--- src/rtl/bus_arbiter_pkg.sv ---
// Shared definitions for the two-master word-bus arbiter: FSM encoding,
// master indices and the default lock-chain length.
package bus_arbiter_pkg;

    typedef enum logic [1:0] {
        ST_IDLE = 2'd0,
        ST_XFER = 2'd1,
        ST_DONE = 2'd2
    } state_e;

    localparam logic MST_0 = 1'b0;
    localparam logic MST_1 = 1'b1;

    localparam int MAX_HOLD_DEF = 4;

endpackage

--- src/rtl/bus_arbiter_rr_pick2.sv ---
// Two-way round-robin pick: the pointer only matters when both masters ask.
module rr_pick2
    import bus_arbiter_pkg::*;
(
    input  logic req0_i,
    input  logic req1_i,
    input  logic ptr_i,
    output logic winner_o,
    output logic any_req_o
);

    assign any_req_o = req0_i | req1_i;
    assign winner_o  = (req0_i & req1_i) ? ptr_i : (req1_i ? MST_1 : MST_0);

endmodule

--- src/rtl/bus_arbiter.sv ---
// Two-master arbiter for a single-word peripheral bus with round-robin
// priority and bounded lock chaining.
module bus_arbiter
    import bus_arbiter_pkg::*;
#(
    parameter int MAX_HOLD = MAX_HOLD_DEF
) (
    input  logic        clk,
    input  logic        rst_n,
    input  logic        m0_req_i,
    input  logic        m0_lock_i,
    input  logic [29:0] m0_addr_i,
    input  logic        m0_we_i,
    input  logic [31:0] m0_wdata_i,
    input  logic        m1_req_i,
    input  logic        m1_lock_i,
    input  logic [29:0] m1_addr_i,
    input  logic        m1_we_i,
    input  logic [31:0] m1_wdata_i,
    output logic        m0_ack_o,
    output logic        m1_ack_o,
    output logic [31:0] m0_rdata_o,
    output logic [31:0] m1_rdata_o,
    output logic [29:0] s_addr_o,
    output logic [31:0] s_datai_o,
    output logic        s_we_o,
    input  logic [31:0] s_datao_i
);

    localparam int HOLD_W = (MAX_HOLD > 2) ? $clog2(MAX_HOLD) : 1;
    localparam logic [HOLD_W-1:0] HOLD_LAST = HOLD_W'(MAX_HOLD - 1);

    state_e            state_q, state_d;
    logic              owner_q, owner_d;
    logic              ptr_q, ptr_d;
    logic [HOLD_W-1:0] hold_q, hold_d;
    logic [29:0]       addr_q, addr_d;
    logic              we_q, we_d;
    logic [31:0]       wdata_q, wdata_d;
    logic [31:0]       rdata0_q, rdata0_d;
    logic [31:0]       rdata1_q, rdata1_d;

    logic        win, any_req;
    logic        src;
    logic [29:0] src_addr;
    logic        src_we;
    logic [31:0] src_wdata;
    logic        own_req, own_lock;
    logic        xfer_active;

    rr_pick2 u_pick (
        .req0_i    (m0_req_i),
        .req1_i    (m1_req_i),
        .ptr_i     (ptr_q),
        .winner_o  (win),
        .any_req_o (any_req)
    );

    // Fresh grants latch the winner's inputs; chained transfers re-latch the owner's.
    assign src       = (state_q == ST_IDLE) ? win : owner_q;
    assign src_addr  = src ? m1_addr_i  : m0_addr_i;
    assign src_we    = src ? m1_we_i    : m0_we_i;
    assign src_wdata = src ? m1_wdata_i : m0_wdata_i;
    assign own_req   = owner_q ? m1_req_i  : m0_req_i;
    assign own_lock  = owner_q ? m1_lock_i : m0_lock_i;

    always_comb begin
        state_d  = state_q;
        owner_d  = owner_q;
        ptr_d    = ptr_q;
        hold_d   = hold_q;
        addr_d   = addr_q;
        we_d     = we_q;
        wdata_d  = wdata_q;
        rdata0_d = rdata0_q;
        rdata1_d = rdata1_q;
        case (state_q)
            ST_IDLE: begin
                if (any_req) begin
                    state_d = ST_XFER;
                    owner_d = win;
                    ptr_d   = ~win;
                    hold_d  = '0;
                    addr_d  = src_addr;
                    we_d    = src_we;
                    wdata_d = src_wdata;
                end
            end
            ST_XFER: begin
                state_d = ST_DONE;
                if (!we_q) begin
                    if (owner_q == MST_1) rdata1_d = s_datao_i;
                    else                  rdata0_d = s_datao_i;
                end
            end
            ST_DONE: begin
                if (own_lock && own_req && (hold_q < HOLD_LAST)) begin
                    state_d = ST_XFER;
                    hold_d  = hold_q + HOLD_W'(1);
                    addr_d  = src_addr;
                    we_d    = src_we;
                    wdata_d = src_wdata;
                end else begin
                    state_d = ST_IDLE;
                end
            end
            default: state_d = ST_IDLE;
        endcase
    end

    always_ff @(posedge clk or negedge rst_n) begin
        if (!rst_n) begin
            state_q  <= ST_IDLE;
            owner_q  <= MST_0;
            ptr_q    <= MST_0;
            hold_q   <= '0;
            addr_q   <= '0;
            we_q     <= 1'b0;
            wdata_q  <= '0;
            rdata0_q <= '0;
            rdata1_q <= '0;
        end else begin
            state_q  <= state_d;
            owner_q  <= owner_d;
            ptr_q    <= ptr_d;
            hold_q   <= hold_d;
            addr_q   <= addr_d;
            we_q     <= we_d;
            wdata_q  <= wdata_d;
            rdata0_q <= rdata0_d;
            rdata1_q <= rdata1_d;
        end
    end

    // Bus drive and acks decode straight from state so reset kills them at once.
    assign xfer_active = (state_q == ST_XFER);
    assign s_we_o      = xfer_active & we_q;
    assign s_addr_o    = xfer_active ? addr_q  : '0;
    assign s_datai_o   = xfer_active ? wdata_q : '0;
    assign m0_ack_o    = (state_q == ST_DONE) && (owner_q == MST_0);
    assign m1_ack_o    = (state_q == ST_DONE) && (owner_q == MST_1);
    assign m0_rdata_o  = rdata0_q;
    assign m1_rdata_o  = rdata1_q;

endmodule

--- config.mk ---
export PLATFORM = sky130hd
export DESIGN_NAME = bus_arbiter
export DESIGN_NICKNAME = d
export VERILOG_FILES = /design/src/rtl/bus_arbiter_pkg.sv /design/src/rtl/bus_arbiter_rr_pick2.sv /design/src/rtl/bus_arbiter.sv
export SDC_FILE = /design/constraint.sdc
export NUM_CORES = 1
export LEC_CHECK = 0
export ABC_AREA = 1
export BUFFER_PORTS_ARGS = -buffer_cell sky130_fd_sc_hd__buf_2
export CAP_MARGIN = 20
export CORE_MARGIN = 2
export CORE_UTILIZATION = 40
export CTS_CLUSTER_DIAMETER = 120
export DETAILED_ROUTE_END_ITERATION = 10
export HOLD_SLACK_MARGIN = 0.03
export PLACE_DENSITY = 0.71
export SLEW_MARGIN = 0
export SYNTH_ARGS = -nofsm -noshare
export SYNTH_HDL_FRONTEND = slang
export SYNTH_HIERARCHICAL = 1
export SYNTH_SLANG_ARGS = --single-unit
--- constraint.sdc ---
create_clock -name clk -period 2.6 [get_ports clk]
set_input_delay 0.26 -clock clk [delete_from_list [all_inputs] [get_ports clk]]
set_output_delay 0.26 -clock clk [all_outputs]
set_load 0.005 [all_outputs]
==> impl_metrics.toml <==
[flow_run]
maxCapViolCount = 0

[clock_tree]
cts_resized = 0
cts_htree_levels = 4
cts-root-buf = "clkbuf_16"
clk-insertion-delay-late_ns = 0.41
clk_pin_slew_ns = 0.06
numCtsBuffers = 17
cts_buffer_depth = 2
clock-sinks = 133
cts_tree = "built"

[floorplan]
die_w_um = 133
initial_core_util = 0.406
core_area_mm2 = 0.0165
die-area_mm2 = 0.0177
io_pins = 293
num_rows = 47
die_y_um = 133

[placed_design]
placedInstanceArea_mm2 = 0.00830
hpwl_um = 14100
routabilityCongestion = 0.800
io_buffers = 292

[timing]
timing.final.crit_period_ns = 2.18
setup_viol = 0
hold_viol_final = 0
max_clock_freq_mhz = 459
relSlewSlack = 0.427
tightest_slew_ns = 0.856
hold_slack_ns = 0.0989
period_share = 0.838
rsz0062_at_grt = "no"
slew_viol_final = 0
fin_setup_tns_ns = 0
skew_ns = 0.00913

[route]
drt-vias-per-instance = 4.88
route.detailed.drc = 0
drt_iter0_drc = 334
via_count = 6842
drt_first_pass_iters = 5
wl_per_cell_um = 14.4
ant_nets = 0
totalWireLength_um = 20200

[yosys]
synthCells = 905
ys_types = 20
synth_nets = 1070
synth_area_mm2 = 0.00668
avgSynthCellArea_um2 = 7.38
ys_seq_area_frac = 0.498
synth_seq_cells = 133
yosysWarningCount = 6

[worst_setup_path]
max_stage_delay_ns = 0.48
cpLargestDelayFamily = "buffers and inverters"
worstPathArrival_ns = 1.92
path_cells = "nor2_4 > inv_2 > buf_12 > nor2_1 > buf_2"
cp.buffers_inverters = 3
critPathCaptureType = "output pin"
cp.required_ns = 2.34
worst-path-max-fanout = 32
start_kind = "flop"
crit_slowest_cell = "inv_2"
critPathKind = "flop to output pin"

[grt]
grt_max_degree = 58
grt_pass1_wl_um = 32300
met2_usage = 0.355
grt_util_met3 = 0.0727
grt_pass1_vias = 6448
top_usage_layer = "met2"
gr-usage-met1 = 0.299
overflow = 0
track_usage = 0.226
antenna_found_initial = 0

[cells_and_area]
synthToLayoutAreaGrowth_pct = 33.0
diodes = 0
drive_gt1_frac = 0.301
fin_nets = 1334
fin_area_mm2 = 0.00888

[power_and_ir_drop]
p_per_area_mw_per_mm2 = 1280
p_total_mw = 11.4
peakVddDrop_v = 0.000666
p_leak_nw = 5.29

[min_path]
hold_class = "input pin to flop"

[outcome]
outcome = "finished clean"
[synth_stat cells]
master | number | area share
buf_1 | 9 | 0.0051
buf_2 | 31 | 0.023
buf_4 | 1 | 0.0011
buf_6 | 5 | 0.0084
clkbuf_1 | 18 | 0.010
dfrtp_1 | 133 | 0.50
ha_1 | 1 | 0.0019
inv_1 | 99 | 0.056
inv_2 | 4 | 0.0022
nand2_1 | 267 | 0.15
nand2_2 | 5 | 0.0047
nand3_1 | 194 | 0.15
nand3_2 | 2 | 0.0030
nor2_1 | 68 | 0.038
nor2_2 | 1 | 0.00094
nor2_4 | 1 | 0.0017
o21a_1 | 1 | 0.0011
o21ai_0 | 14 | 0.010
o21ai_1 | 50 | 0.037
or2_1 | 1 | 0.00094
[cell families (layout without fill, tap and decap cells)]
| family | count (synthesis) | after routing | synth area share |
|---|---|---|---|
| and+or+nand+nor | 539 | 539 | 0.345 |
| AOI/OAI and AO/OA | 65 | 65 | 0.0491 |
| adders and majority gates | 1 | 1 | 0.00187 |
| buffers and inverters | 167 | 444 | 0.106 |
| DFF | 133 | 133 | 0.498 |
[registers in the layout (all words and copies together) (netlist names)]
name,flops
wdata_q,32
state_q,2
addr_q,30
owner_q,1
hold_q,2
ptr_q,1
we_q,1
m0_rdata_o,32
m1_rdata_o,32
[cell type report]
cell class	count	area [um2]
clock buffers	17	425
clock inverters	15	145
fillers	1636	7580
inverters	103	387
multi-input cells	605	2650
flip-flops and latches	133	3330
well taps	220	275
repair buffers	309	1670
[cells in the final DEF, fill, tap and decap left out, drive strengths merged]
cell type    Yosys  routed
nand3          196     196
ha               1       1
o21a             1       1
dfrtp          133     133
dlygate4sd3      0       1
o21ai           64      64
bufinv           0       1
clkbuf          18      17
or2              1       1
clkinv           0       2
nand2          272     272
clkinvlp         0       5
inv            103     110
buf             46     308
nor2            70      70
[per-layer routing]
layer  vias up  wire (um)
met5         -          0
met4         0        350
met3        28       1940
met2       296       9240
met1      3145       8710
li1       3373          -
[worst reg2reg max path, stage by stage, from the launching register on]
cell,delay (ns)
dfrtp_1,0.45
nor2_2,0.20
nand2_2,0.51
buf_4,0.45
nand3_1,0.13
nand2_1,0.06
nand2_1,0.05
nand2_1,0.05
[stage by stage]
step	instances	setup WS, ns	util
final	1402	0.421	0.540
after global routing	1402	0.300	0.540
after CTS	1402	0.390	0.540
after detailed placement	1369	0.610	0.504
after global placement	1369	0.652	0.504
after floorplan	905	1.30	-
[report_power, final]
group	switching, mW	total, mW	internal [mW]
Clock	0.994	2.33	1.34
Combinational	3.35	5.39	2.04
Sequential	0.559	3.68	3.12
[what timing repair did]
item,CTS,global route
hold buffers,1,0
endpoints found under the hold margin,53,0
buffers inserted,0,0
[path summary, 6_finish.rpt]
path	from	end	slack (ns)	depth (start not counted)
max in group asynchronous	rst_n	m1_rdata_o[2]	1.46	3
max reg2reg	state_q[1]	wdata_q[21]	0.59	7
min reg2reg	m1_rdata_o[30]	m1_rdata_o[30]	0.48	2
max	state_q[1]	s_we_o	0.42	5
min in group asynchronous	rst_n	wdata_q[13]	0.37	2
min	s_datao_i[23]	m1_rdata_o[23]	0.1	3
No activity file was read; power rests on OpenSTA's default activity.
